**src/rtl/hamming_decoder.sv**
```systemverilog
// hamming_decoder: 12-data/4-check Hamming receive decoder with a two-stage valid/ready pipeline.
// Error counters are compiled only when HAMMING_ERR_CNT_EN is defined.
module hamming_decoder (
    input  logic        clk,
    input  logic        rst,
    input  logic        in_valid,
    output logic        in_ready,
    input  logic [12:1] in_data,
    input  logic [4:1]  in_check,
    output logic        out_valid,
    input  logic        out_ready,
    output logic [12:1] out_data,
    output logic [4:1]  out_syndrome,
    output logic        out_corrected,
    output logic        out_uncorrectable,
    input  logic        err_clr,
    output logic [15:0] corr_cnt,
    output logic [15:0] uncorr_cnt
);

    function automatic logic [4:1] calc_check(input logic [12:1] d);
        logic [4:1] r;
        r[1] = d[1] ^ d[3] ^ d[5] ^ d[7] ^ d[9]  ^ d[11];
        r[2] = d[2] ^ d[3] ^ d[6] ^ d[7] ^ d[10] ^ d[11];
        r[3] = d[4] ^ d[5] ^ d[6] ^ d[7] ^ d[12];
        r[4] = d[8] ^ d[9] ^ d[10] ^ d[11] ^ d[12];
        return r;
    endfunction

    // Syndromes 13..15 match no position, so the word passes through untouched.
    function automatic logic [12:1] fix_data(input logic [12:1] d, input logic [4:1] s);
        logic [12:1] f;
        for (int i = 1; i <= 12; i++) begin
            if (s == 4'(i)) begin
                f[i] = ~d[i];
            end else begin
                f[i] = d[i];
            end
        end
        return f;
    endfunction

    logic        s1_valid;
    logic [12:1] s1_data;
    logic [4:1]  s1_syn;
    logic        load2;
    logic        in_fire;
    logic [4:1]  in_syn;
    logic        s1_corr;
    logic        s1_unc;

    assign in_syn  = calc_check(in_data) ^ in_check;
    assign load2   = s1_valid && (!out_valid || out_ready);
    assign in_ready = !s1_valid || load2;
    assign in_fire = in_valid && in_ready;
    assign s1_corr = (s1_syn != 4'd0) && (s1_syn <= 4'd12);
    assign s1_unc  = (s1_syn >= 4'd13);

    // Stage 1: capture the received word and its syndrome.
    always_ff @(posedge clk or posedge rst) begin
        if (rst) begin
            s1_valid <= 1'b0;
            s1_data  <= 12'd0;
            s1_syn   <= 4'd0;
        end else if (in_fire) begin
            s1_valid <= 1'b1;
            s1_data  <= in_data;
            s1_syn   <= in_syn;
        end else if (load2) begin
            s1_valid <= 1'b0;
        end else begin
            s1_valid <= s1_valid;
        end
    end

    // Stage 2: corrected data and flags; fields hold while the consumer stalls.
    always_ff @(posedge clk or posedge rst) begin
        if (rst) begin
            out_valid         <= 1'b0;
            out_data          <= 12'd0;
            out_syndrome      <= 4'd0;
            out_corrected     <= 1'b0;
            out_uncorrectable <= 1'b0;
        end else if (load2) begin
            out_valid         <= 1'b1;
            out_data          <= fix_data(s1_data, s1_syn);
            out_syndrome      <= s1_syn;
            out_corrected     <= s1_corr;
            out_uncorrectable <= s1_unc;
        end else if (out_valid && out_ready) begin
            out_valid <= 1'b0;
        end else begin
            out_valid <= out_valid;
        end
    end

`ifdef HAMMING_ERR_CNT_EN
    logic out_fire;
    assign out_fire = out_valid && out_ready;

    // Saturating error counters; clear wins over a same-cycle increment.
    always_ff @(posedge clk or posedge rst) begin
        if (rst) begin
            corr_cnt   <= 16'd0;
            uncorr_cnt <= 16'd0;
        end else if (err_clr) begin
            corr_cnt   <= 16'd0;
            uncorr_cnt <= 16'd0;
        end else begin
            if (out_fire && out_corrected && (corr_cnt != 16'hFFFF)) begin
                corr_cnt <= corr_cnt + 16'd1;
            end else begin
                corr_cnt <= corr_cnt;
            end
            if (out_fire && out_uncorrectable && (uncorr_cnt != 16'hFFFF)) begin
                uncorr_cnt <= uncorr_cnt + 16'd1;
            end else begin
                uncorr_cnt <= uncorr_cnt;
            end
        end
    end
`else
    logic unused_err_clr;
    assign unused_err_clr = err_clr;
    assign corr_cnt       = 16'd0;
    assign uncorr_cnt     = 16'd0;
`endif

endmodule

```
**config.mk**
```make
export PLATFORM = sky130hd
export DESIGN_NAME = hamming_decoder
export DESIGN_NICKNAME = d
export VERILOG_FILES = /design/src/rtl/hamming_decoder.sv
export SDC_FILE = /design/constraint.sdc
export NUM_CORES = 1
export LEC_CHECK = 0
export ABC_AREA = 1
export CELL_PAD_IN_SITES_DETAIL_PLACEMENT = 1
export CELL_PAD_IN_SITES_GLOBAL_PLACEMENT = 1
export CORE_UTILIZATION = 34
export CTS_CLUSTER_DIAMETER = 200
export DETAILED_ROUTE_END_ITERATION = 8
export GPL_TIMING_DRIVEN = 0
export PLACE_DENSITY_LB_ADDON = 0.1
export SETUP_SLACK_MARGIN = 0.02
export SYNTH_ARGS = -nofsm -noshare
export SYNTH_HDL_FRONTEND = slang
export SYNTH_SLANG_ARGS = --single-unit
```
**constraint.sdc**
```tcl
create_clock -name clk -period 1.9 [get_ports clk]
set_clock_uncertainty 0.2 [all_clocks]
set_input_delay 0.285 -clock clk [delete_from_list [all_inputs] [get_ports clk]]
set_output_delay 0.285 -clock clk [all_outputs]
set_load 0.1 [all_outputs]
```
---- Word level (Yosys, flattened, before mapping) ----
Cells that the tools add are included.
storage, ports and cells
  register bits ........................... 36
  input bits .............................. 21
  output and inout port bits .............. 52
  word-level logic and storage cells ...... 80
operators by class
  order comparisons ....................... 2
  equality and inequality tests ........... 12
  muxes and demuxes ....................... 16
  bitwise logic cells ..................... 31
  reductions and logical operators ........ 11
operator list
  kind                                                              number
  4-bit == test (second input constant)                             5
  1-bit XOR                                                         18
  4-bit by 3-bit == test with 1-bit output (second input constant)  4
  1-bit 2-to-1 mux                                                  16
  1-bit NOT                                                         12
  4-bit by 2-bit == test with 1-bit output (second input constant)  2
  4-bit by 1-bit == test with 1-bit output (second input constant)  1
  4-bit >= comparator (second input constant)                       1
  4-bit <= comparator (second input constant)                       1
  1-bit logical AND                                                 4
  2-bit nonzero test                                                2
  4-bit nonzero test                                                1
  4-bit XOR                                                         1
  1-bit logical NOT                                                 2
  1-bit logical OR                                                  2

---- Logic depth before layout (Yosys ltp) ----
Gate-level depths: netlist of the first run.
  word-level depth ........................ 6
  mapped depth ............................ 9
  gate-level depth less buffers ........... 9

---- Worst setup path after synthesis of the first run ----
Ideal clock, no wire load.
  path type ............................... register -> register
  start point ............................. reg out_valid
  end point ............................... reg s1_syn[1] (netlist name)
  arrival time ............................ 2.621 ns
  required time ........................... 1.583 ns
  setup slack ............................. -1.038 ns
  cell stages (with the launch flop) ...... 7
  period minus slack after synthesis ...... 2.938 ns
  cell sequence ........................... dfrtp_1 > nand3_1 > nand2_1 > buf_4 > inv_2 > nand3_1 > nand2_1
on the way
  cells in the longest elaborated chain, start to end .. 5
ends and longest elaborated chain
  what                      RTL line  RTL
  start: declaration        10        output logic out_valid,
  start signal: assignment  93        out_valid <= out_valid;
  1-bit logical NOT         53        assign load2 = s1_valid && (!out_valid || out_ready);
  1-bit logical OR          53
  1-bit logical AND         53
  1-bit logical OR          54        assign in_ready = !s1_valid || load2;
  via in_ready              7         output logic in_ready,
  1-bit logical AND         55        assign in_fire = in_valid && in_ready;
  end signal: assignment    68        s1_syn <= in_syn;
  end: declaration          45        logic [4:1] s1_syn;
The timed path passes the listed nets, and every way through them passes these cells.
A chain may end at the register's enable or synchronous reset.

---- Worst setup path in the final report of the first run ----
  start point ............................. in out_ready
  end point ............................... out in_ready
on the way
  cells in the longest elaborated chain, start to end .. 3
ends and longest elaborated chain
  what                RTL line  RTL
  start: declaration  11        input logic out_ready,
  1-bit logical OR    53
  1-bit logical AND   53
  1-bit logical OR    54
  end: declaration    7
Every way passes these cells.

==> flow_summary.toml, run 1 <==
[worst_setup_path]
crit_type = "in2out"
crit_fanout = 3
endpoint_kind = "output port"
timing.critical_path.slowest_cell_delay_ps = 450
worstPathArrival_ps = 1300
cp.required_ps = 1410
crit_path_start_kind = "primary input"
worstPathCellList = "clkdlybuf4s50_1 > inv_1 > nand3_4 > buf_2"
slowest_stage = "clkdlybuf4s50_1"

[run_status]
status = "completed"

[timing]
relSlewSlack_pct = 51.7
drv_slew = 0
setup_ws_ps = 113
fin_crit_ps = 1790
timing.final.crit_share_pct = 94.0
max_freq_ghz = 0.560
tns_ps = 0
hold_violations = 0
rsz0062_at_grt = "no"
setup_violations = 0
worstMarginPinSlew_ps = 724

[clock_network]
postCtsHoldBufs = 0
clock_sinks = 36
cts_max_path_buffers = 2
cts-root-buf = "clkbuf_8"
clk_pin_slew_ps = 70
cts-buffers-inserted = 5
cts_setup_buffers = 0
post_cts_resized = 62
clock_latency_ps = 280
htreeDepth = 2
cts_tree = "done"

[floorplan]
die_x_um = 81.9
num_io_pins = 73
num_rows = 28
die_h_um = 81.9
start_util_pct = 36.0
die_area_um2 = 6710
fp.coreArea_um2 = 6030

[global_routing]
grt_remaining_overflow = 0
grt_max_degree = 21
grt_pass1_wl_mm = 7.99
track_usage_pct = 15.9
grt_pass1_vias = 1792
antenna_found_initial = 0

[routing]
drt_first_pass_iters = 4
remaining_drc_errors = 0
wire_per_inst_um = 10.5
vias = 1937
dr.first_iter.drc_count = 40
via_per_inst = 4.26
routed_wl_mm = 4.77
ant_nets = 0

[placed_design]
numPlacedInstances = 448
port_buffers = 39
gp_congestion = 0.728
place_worst_setup_slack_ps = -604
place_hpwl_mm = 4.05

[synth]
netlist_area_um2 = 2170
avgSynthCellArea_um2 = 7.19
ys_types = 17
ys.warnings.count = 0
ys_ff_latch = 36
syn-instance-count = 302
synth.yosys.seq_area_share_pct = 41.5

[finish]
layout_commonest_cell = "nand2_1"
fillers = 779
final_core_util_pct = 48.3
stdcell_count = 455
antenna_cells = 0
syn2layout_area_growth_pct = 34.1
drive_above_1_share_pct = 21.1
layout_common_cells = "125 x nand2_1, 35 x dfrtp_1, 33 x buf_4"
finalNetCount = 401

[power]
p_per_area_nw_per_um2 = 1300
p_leak_nw = 1.57
power_w = 0.00379
ir_worst_vdd_mv = 0.913

[worst_hold_path]
hp-class = "in2async"

[run]
cap_viol_max_count = 0
==> cells in the mapped netlist <==
cell / number / share of area, %
nand2_2: 1 / 0.29
inv_1: 21 / 3.6
a22o_1: 1 / 0.40
o21ai_1: 21 / 4.8
inv_2: 7 / 1.2
conb_1: 1 / 0.17
nand3b_1: 1 / 0.35
xor2_1: 13 / 5.2
buf_2: 5 / 1.2
buf_4: 33 / 11
dfrtp_1: 36 / 41
o21ai_0: 7 / 1.6
a21oi_1: 1 / 0.23
nor2_2: 5 / 1.4
nor2_1: 10 / 1.7
nand2_1: 125 / 22
nand3_1: 14 / 3.2
==> layout make-up <==
type / count / area, um2 / area share, %
Clock buffer: 6 / 72.6 / 2.49
Sequential cell: 36 / 905 / 31.1
Multi-Input combinational cell: 231 / 1020 / 35.1
Inverter: 28 / 105 / 3.61
Timing Repair Buffer: 40 / 437 / 15.0
Clock inverter: 1 / 5.00 / 0.172
Tap cell: 75 / 93.8 / 3.22
Buffer: 38 / 273 / 9.36
==> routing by layer <==
layer / global-route usage [%] / vias up / wire length (um)
li1: - / 1019 / -
met1: 19.1 / 867 / 2170
met2: 28.1 / 45 / 2350
met3: 2.78 / 6 / 173
met4: 5.79 / 0 / 74
met5: 0 / - / 0
==> registers in the layout (all words and copies together) (netlist names) <==
register,count
out_data,12
s1_data,12
out_syndrome,4
s1_syn,4
out_corrected,1
out_uncorrectable,1
out_valid,1
s1_valid,1
==> worst max-delay path, delay by kind of cell <==
family | cells | cell delay [ps]
and+or+nand+nor | 1 | 70
buffers and inverters | 3 | 950
==> stage by stage <==
step	hold WS, ps	cell area, um2
CTS	243	2910
detailed placement	278	2820
global placement	265	2790
finish	223	2910
global route	284	2910
floorplan	241	2300
==> power breakdown <==
| part | leakage (nW) | total, W | internal, W | switching [W] |
|---|---|---|---|---|
| combinational | 1.09 | 0.00218 | 0.000456 | 0.00173 |
| sequential | 0.440 | 0.00111 | 0.000968 | 0.000144 |
| clock | 0.0410 | 0.000498 | 0.000249 | 0.000249 |
==> worst paths after layout <==
kind / startpoint / to / slack, ps / cells after the start
max: out_ready / in_ready / 110 / 4
min: rst / out_syndrome[1] / 220 / 2
max reg2reg: out_valid / out_data[4] / 480 / 5
min reg2reg: out_syndrome[3] / out_syndrome[3] / 290 / 2
max in group asynchronous: rst / s1_syn[3] / 740 / 3
min in group clk: out_syndrome[3] / out_syndrome[3] / 290 / 2
==> logic make-up after synthesis <==
| kind of cell | share of synthesized area, % |
|---|---|
| other cells | 0.173 |
| compound gates | 7.08 |
| flops | 41.5 |
| simple gates | 28.6 |
| buf+inv | 17.4 |
| xor+xnor | 5.24 |
Note: power is estimated with default switching activity, not from simulation.
==> inputs of run 2 (changes only) <==
- HOLD_SLACK_MARGIN: not set -> 0.03
- SETUP_SLACK_MARGIN: 0.02 -> not set
==> results of run 2 <==
Final layout, timing and power as in run 1 (identical DEF).
